==> src/rtl/seq_detect_param.sv <==
// Parametrised serial pattern recognizer: Mealy match on the last N enabled samples against a
// runtime-loadable pattern, with optional non-overlapping search and a saturating match counter.
module seq_detect_param #(
  parameter int unsigned N       = 4,
  parameter logic [N-1:0] PATTERN = 4'b1101,
  parameter bit          OVERLAP = 1'b1,
  parameter int unsigned CW      = 8
) (
  input  logic          clk,
  input  logic          reset,
  input  logic          w,
  input  logic          en,
  input  logic          pat_load,
  input  logic [N-1:0]  pat_in,
  input  logic          clr_count,
  output logic          out,
  output logic [CW-1:0] count,
  output logic          armed
);

  localparam int unsigned FW = $clog2(N);
  localparam logic [FW-1:0] FillMax = FW'(N - 1);

  logic [N-1:0]  pat_q, pat_d;
  logic [N-2:0]  hist_q, hist_d, hist_shift;
  logic [FW-1:0] fill_q, fill_d;
  logic [CW-1:0] count_q, count_d;
  logic          match;

  // A 2-bit pattern keeps a single history bit, so there is nothing older to shift along.
  generate
    if (N == 2) begin : g_hist_one
      assign hist_shift = w;
    end else begin : g_hist_many
      assign hist_shift = {hist_q[N-3:0], w};
    end
  endgenerate

  assign armed = (fill_q == FillMax);
  assign match = en & ~pat_load & armed & ({hist_q, w} == pat_q);
  assign out   = match;
  assign count = count_q;

  always_comb begin
    pat_d  = pat_q;
    hist_d = hist_q;
    fill_d = fill_q;
    if (pat_load) begin
      pat_d  = pat_in;
      hist_d = '0;
      fill_d = '0;
    end else if (en) begin
      hist_d = hist_shift;
      if (match && !OVERLAP) begin
        // Restart the search; stale bits in hist are ignored until fill reaches N-1 again.
        fill_d = '0;
      end else if (fill_q != FillMax) begin
        fill_d = fill_q + FW'(1);
      end
    end
  end

  always_comb begin
    count_d = count_q;
    if (clr_count) begin
      count_d = '0;
    end else if (match && (count_q != {CW{1'b1}})) begin
      count_d = count_q + CW'(1);
    end
  end

  always_ff @(posedge clk) begin
    if (reset) begin
      pat_q   <= PATTERN;
      hist_q  <= '0;
      fill_q  <= '0;
      count_q <= '0;
    end else begin
      pat_q   <= pat_d;
      hist_q  <= hist_d;
      fill_q  <= fill_d;
      count_q <= count_d;
    end
  end

endmodule

==> config.mk <==
export PLATFORM = sky130hd
export DESIGN_NAME = seq_detect_param
export DESIGN_NICKNAME = d
export VERILOG_FILES = /design/src/rtl/seq_detect_param.sv
export SDC_FILE = /design/constraint.sdc
export NUM_CORES = 1
export LEC_CHECK = 0
export CAP_MARGIN = 20
export CORE_MARGIN = 4
export CORE_UTILIZATION = 50
export CTS_BUF_LIST = sky130_fd_sc_hd__clkbuf_4
export DETAILED_ROUTE_END_ITERATION = 8
export GPL_TIMING_DRIVEN = 0
export PLACE_DENSITY = 0.8
export SLEW_MARGIN = 10
export SYNTH_ARGS = -nofsm -noshare
export SYNTH_HDL_FRONTEND = slang
export SYNTH_SLANG_ARGS = --single-unit
==> constraint.sdc <==
create_clock -name clk -period 2 [get_ports clk]
set_input_delay 0.2 -clock clk [delete_from_list [all_inputs] [get_ports clk]]
set_output_delay 0.2 -clock clk [all_outputs]
set_load 0.02 [all_outputs]
## Word level (Yosys, flattened, before mapping)

Index checks and enable logic that the tools add are counted.

- Register bits after elaboration: 17
- Input bits: 10
- Output and inout bits: 10
- Logic and storage cells: 18

- Add/sub/neg operators: 2
- Equal/unequal tests: 4
- Bitwise logic cells: 4
- Reduce and logical (&&, ||, !) cells: 4

Operators by type and width:

| kind | number |
|---|---|
| $add 8x1->8 const B | 1 |
| $ne 8x8->1 const B | 1 |
| $eq 4x4->1 | 1 |
| $reduce_or 2->1 | 2 |
| $and 1x1->1 | 3 |
| $add 2x1->2 const B | 1 |
| $eq 2x2->1 const B | 1 |
| $ne 2x2->1 const B | 1 |
| $reduce_and 2->1 | 1 |
| $logic_and 1x1->1 | 1 |
| $not 1->1 | 1 |

## Logic depth before layout (Yosys ltp)

- Depth after elaboration: 5
- Depth in mapped cells: 6
- Gate-level depth less buffers: 6

## Least setup slack after synthesis

Ideal clock, no wire load.

- Path type: reg2reg
- From: reg fill_q[0]
- To: reg count_q[6], in the netlist count[6]
- Setup time: 128 ps
- Arrival time: 1,501 ps
- Required time: 1,872 ps
- Path slack: 371 ps
- Cell stages (with the launch flop): 6
- Buffers on the path: 0
- Period minus slack after synthesis: 1,629 ps
- Path through: dfxtp_1 > ha_1 > nand4b_4 > nor2_1 > and4_1 > nor3_1

- Word-level cells in the longest chain between the ends: 4

Ends and longest elaborated chain:

| what | line | RTL |
|---|---|---|
| from (decl) | 26 | `logic [FW-1:0] fill_q, fill_d;` |
| from (signal assigned) | 81 | `fill_q <= fill_d;` |
| $eq 2x2->1 | 39 | `assign armed = (fill_q == FillMax);` |
| via armed | 18 | `output logic armed` |
| $and 1x1->1 (2 in series) | 40 | `assign match = en & ~pat_load & armed & ({hist_q, w} == pat_q);` |
| via out | 16 | `output logic out,` |
| $logic_and 1x1->1 | 67 | `end else if (match && (count_q != {CW{1'b1}})) begin` |
| to (signal assigned) | 82 | `count_q <= count_d;` |
| to (decl) | 27 | `logic [CW-1:0] count_q, count_d;` |

The timed path passes the listed nets, and every way through them passes these cells.
A chain may end at the register's enable or synchronous reset.

## Worst setup path in the final report

- From: reg fill_q[0]
- To: out out

- Word-level cells in the longest chain between the ends: 3

Ends and longest elaborated chain:

| what | line |
|---|---|
| $eq 2x2->1 | 39 |
| $and 1x1->1 (2 in series) | 40 |
| to (decl) | 16 |

Every way passes these cells.

==> summary.md <==
| Metric | Value |
|---|---|
| Max-cap violations | `0` |
| Drt total wl | `1.58 mm` |
| Setup Viol. Count Final | `0` |
| Total CTS buffers | `3` |
| Critical-path maximum fanout | `5` |
| Routed WL per cell | `about 13 µm` |
| RSZ-0062 raised after global routing | `no` |
| Final Util | `between 60% and 70%` |
| H-tree depth | `1` |
| Final Cycle Share | `89.8%` |
| Inst Count DP | `approximately 120` |
| DR DRC count | `0` |
| Switch share | `between 20% and 30%` |
| Final min period | `~1800 ps` |
| Die footprint | `2430 µm²` |
| Slew headroom | `71.9%` |
| Sequential area share after synthesis | `between 30% and 40%` |
| Sequential cell fraction of total power | `57.5%` |
| Internal | `about 0.00047 W` |
| Number of synthesized register bits | `17` |
| Buffers added on ports | `17` |
| Final ANT Viol Nets | `0` |
| Cts hold-fix bufs | `0` |
| Clock Skew | `around 2.6 ps` |
| Synth cell types | `26` |
| Commonest non-fill, non-tap cells in the layout | `dfxtp_1, clkdlybuf4s50_1, nor2_1` |
| # IOs | `20` |
| Global route overflow | `0` |
| Synth top area share | `about 40%` |
| Starting Density | `between 50% and 60%` |
| Nets | `116` |
| DRT iter0 DRCs | `8` |
| Synth top area cells | `dfxtp_1, xnor2_2, mux2i_1, xnor2_1, nor3_1` |
| Core Region | `roughly 1600 µm²` |
| Startpoint types | `flop` |
| Gate Count Post-Synth | `just over 80` |
| Slew Limit Fails | `0` |
| First-pass GRT wire length | `around 2.7 mm` |
| RD Place Congestion | `0.784` |
| Final WS setup | `around 200 ps` |
| Post-synthesis cell area | `between 800 and 900 µm²` |
| Placement Rows | `14` |
| Area growth syn-to-layout | `25.7%` |
| CP max stage cell | `dfxtp_1` |
| Clk buf depth | `2` |
| Number of antenna diodes | `0` |
| Final Hold Fails | `0` |
| Clk slew on worst S/H paths | `~100 ps` |
| Worst-path cell chain | `ha_1 -> nand4b_4 -> nor2_1 -> dlygate4sd2_1` |
| Syn Area/Cell | `between 10 and 15 µm²` |
| Switching power | `between 0.0001 and 0.00015 W` |
| Pwr/cell area | `between 500 and 600 nW/µm²` |
| Synth area leader | `dfxtp_1` |
| CP peak stage delay | `between 300 and 400 ps` |
| Final std cells w/o fill | `around 120` |
| Clock power share | `32.0%` |
| CTS sink count | `17` |
| Leakage | `about 0.4 nW` |
| CP Data Required Time | `about 1800 ps` |
| Tot GR Track Use | `between 10% and 20%` |
| Initial antenna violation count | `0` |
| Die Width | `49.3 µm` |
| Die Ht | `between 40 and 50 µm` |
| Dpl hpwl | `1.24 mm` |
| Detailed-router iteration count before antenna repair | `3` |
| Post-CTS setup buffer count | `0` |
| Power Total | `a little over 0.0006 W` |
| Crit. End Element | `output port` |
| CP arrival | `around 1600 ps` |
| Synth Net Count | `94` |
| CP Buf/Inv Count | `1` |
| Logic pwr share | `10.6%` |
| Routed vias/inst | `5.68` |
| Least-Margin Pin Slew | `about 420 ps` |
| Peak Freq | `around 560 MHz` |
| Ys Warns | `0` |
| Skew-Pair Late Insertion Delay | `roughly 290 ps` |
| CP delay by family, top | `flip-flops` |
| Share of cells above drive strength 1 | `between 10% and 20%` |
| VDD IR-drop max | `between 0.0005 and 0.0006 V` |
| Setup TNS | `0 ps` |
| Status | `finished, final reports clean` |
| TritonCTS clock tree | `done` |
| Vias | `slightly below 700` |
| Vias in the first global route | `about 640` |
| WS Path Type | `flop to output port` |
| Maximum number of pins on one net before global-route repair | `11` |
| Most common cell after layout, fill and taps aside | `dfxtp_1` |
| Class of the worst hold path | `input pin to flop` |
| Root buf cell | `clkbuf_4` |
| Place WS | `-32.4 ps` |
## timing repair
action	in CTS	in global routing
hold endpoints to repair	0	0
resized for setup	1	0
setup endpoints to repair	1	0
## power groups by stage
stage                      logic, W  clock network [W]  registers [W]
after floorplan           0.0000442                  0       0.000360
after global placement    0.0000635                  0       0.000361
after detailed placement  0.0000654                  0       0.000361
after CTS                 0.0000659           0.000202       0.000353
after global routing      0.0000714           0.000220       0.000354
final                     0.0000649           0.000196       0.000353
## sequential cells by signal (all words and copies together) (netlist names)
register	count
pat_q	4
hist_q	3
fill_q	2
count	8
## through the flow
stage | cell area [µm²] | hold slack [ps]
6_report | 1070 | 286
3_5_place_dp | 1040 | 524
5_1_grt | 1070 | 306
4_1_cts | 1070 | 281
3_3_place_gp | 1040 | 525
2_1_floorplan | 851 | 318
## worst paths after layout
| path | depth (start not counted) | startpoint | to | slack, ps |
|---|---|---|---|---|
| min reg2reg | 2 | fill_q[1]$_SDFFE_PP0P_ | fill_q[1]$_SDFFE_PP0P_ | 550 |
| min | 2 | reset | pat_q[1]$_SDFFE_PP0P_ | 290 |
| max reg2reg | 6 | count[0]$_SDFFE_PP0P_ | count[5]$_SDFFE_PP0P_ | 320 |
| max | 4 | fill_q[0]$_SDFFE_PP0P_ | out | 200 |
## layer usage
layer	vias up	track usage (%)	wire length [µm]
met1	324	13.7	638
li1	333	-	-
met2	17	28.1	824
met4	0	8.53	22
met5	-	0	0
met3	2	3.67	91
## logic make-up (layout without fill, tap and decap cells)
logic type	after synthesis	in the layout	share of synthesized area, %
flip-flops	17	17	40.0
AND/OR/NAND/NOR	34	34	27.5
buffers and inverters	6	27	2.79
multiplexers	6	6	7.06
adder cells (fa/ha/maj)	2	2	2.94
XOR/XNOR	9	9	12.8
AO/OA/AOI/OAI	8	8	6.91
## synthesized netlist by cell type
cell,n
dfxtp_1,17
nor2_1,8
mux2i_1,6
nor3_1,6
xnor2_1,5
nor2b_1,4
xnor2_2,4
a211o_1,3
a21oi_1,3
nand3_1,3
nand4_1,3
a31o_1,2
and3_1,2
buf_1,2
ha_1,2
inv_1,2
and4_1,1
clkbuf_1,1
clkbuf_2,1
nand3_4,1
nand4b_4,1
nor3_2,1
nor4_1,1
nor4_4,1
nor4b_1,1
or2_2,1
## layout make-up
cell class              instances  area [µm²]
clock buffers                   4        30.0
inverters                       2        7.51
well taps                      16        20.0
plain buffers                   4        16.3
fillers                       128         489
repair buffers                 17         169
flip-flops and latches         17         340
multi-input cells              59         487
Note: power is estimated with default switching activity, not from simulation.
==> RTL edit: new RTL, config.mk and constraints unchanged <==
Change the parameter `N` from 4 to 8.
--- a/src/rtl/seq_detect_param.sv
+++ b/src/rtl/seq_detect_param.sv
@@ -2,5 +2,5 @@
 // runtime-loadable pattern, with optional non-overlapping search and a saturating match counter.
 module seq_detect_param #(
-  parameter int unsigned N       = 4,
+  parameter int unsigned N       = 8,
   parameter logic [N-1:0] PATTERN = 4'b1101,
   parameter bit          OVERLAP = 1'b1,
Ports: changed (resized pat_in); port bits go from 20 to 24. No check against the original RTL was run, so the function may have changed too.
==> RTL edit against the original RTL <==
  * Power increased by 64%
  * Routed wire length up 45%
  * Final area grew 44%
  * Worst setup slack got worse by 0.085 ns
  * Register-to-register slack worse by 0.17 ns
  * Sequential cell count rose by 9
  * Critical path type unchanged
  * Synthesized area up 44%
==> RTL edit: results (changes against the original RTL) <==
cp-endpoint: "armed"
gp_congestion: 0.709  # -9.6%
fill_cells: 188  # +47%
seq_share: 0.338  # +0.0204
routedLengthMet1_mm: 1.10  # +72%
layout.non_clock_inverters: 4  # +2
finClkSkew_ns: 0.0199  # +0.0173 ns
clk_latency_ns: 0.35  # +0.06 ns
track_usage: 0.143  # -0.00325
regToRegSetupSlack_ns: 0.15  # -0.17 ns
cp_max_fo: 3  # -2
clockNetworkAreaShare: 0.0342  # +0.00610
cellPowerDensity_mw_per_mm2: 655  # +14%
grtUsageMet3: 0.0204  # -0.0163
cpPeakStageDelay_ns: 0.62  # +0.26 ns
seqPwrFrac: 0.537  # -0.038
post-cts-setup-buffers: 1  # +1
grt_pass1_wl_mm: 3.71  # +38%
dpl.hpwl_mm: 1.70  # +37%
clkbuf_count: 3  # -1
drt_first_pass_iters: 4  # +1
slowest_stage: "clkdlybuf4s50_1"
synth_cell_types: 32  # +23%
p_clk_frac: 0.373  # +0.053
num-nonclk-buffers: 28  # +33%
p_leak_nw: 0.582  # +48%
cts_sinks: 26  # +9
yosysSeqAreaShare: 0.424  # +0.0245
post-place-ws_ns: -0.108  # -0.0752 ns
grt_max_degree: 16  # +5
grt_use_met2: 0.234  # -0.0474
first_global_vias: 840  # +32%
wl_mm: 2.29  # +45%
routed-wl-met3_um: 103  # +13%
outcome: "complete, no violations"
synth.area.top_cells: "dfxtp_1 42%, mux2i_1 12%, nor2_1 5.8%"
[RTL edit: cell types whose count changed after synthesis, moves of 2 or more]
cell	unedited run	this run
and2_1	0	2
nand2_1	0	2
a31o_2	0	2
nor3_1	6	1
dfxtp_1	17	26
nor2_1	8	19
a31o_1	2	0
inv_1	2	4
mux2i_1	6	15
[RTL edit: stage by stage]
step           instances   util  setup TNS (ns)
4_1_cts              175  0.673               0
5_1_grt              175  0.676               0
3_5_place_dp         170  0.647          -0.108
6_report             175  0.676               0
2_1_floorplan        121      -               0
3_3_place_gp         170  0.647         -0.0947
[RTL edit: logic make-up (layout without fill, tap and decap cells)]
group | count (synthesis) | after routing | share of synthesized area
flip-flops | 26 | 26 | 0.424
buffers and inverters | 10 | 36 | 0.0398
XOR/XNOR | 10 | 10 | 0.0959
AO/OA/AOI/OAI | 13 | 13 | 0.0837
multiplexers | 15 | 15 | 0.122
adder cells (fa/ha/maj) | 3 | 3 | 0.0306
AND/OR/NAND/NOR | 44 | 44 | 0.203
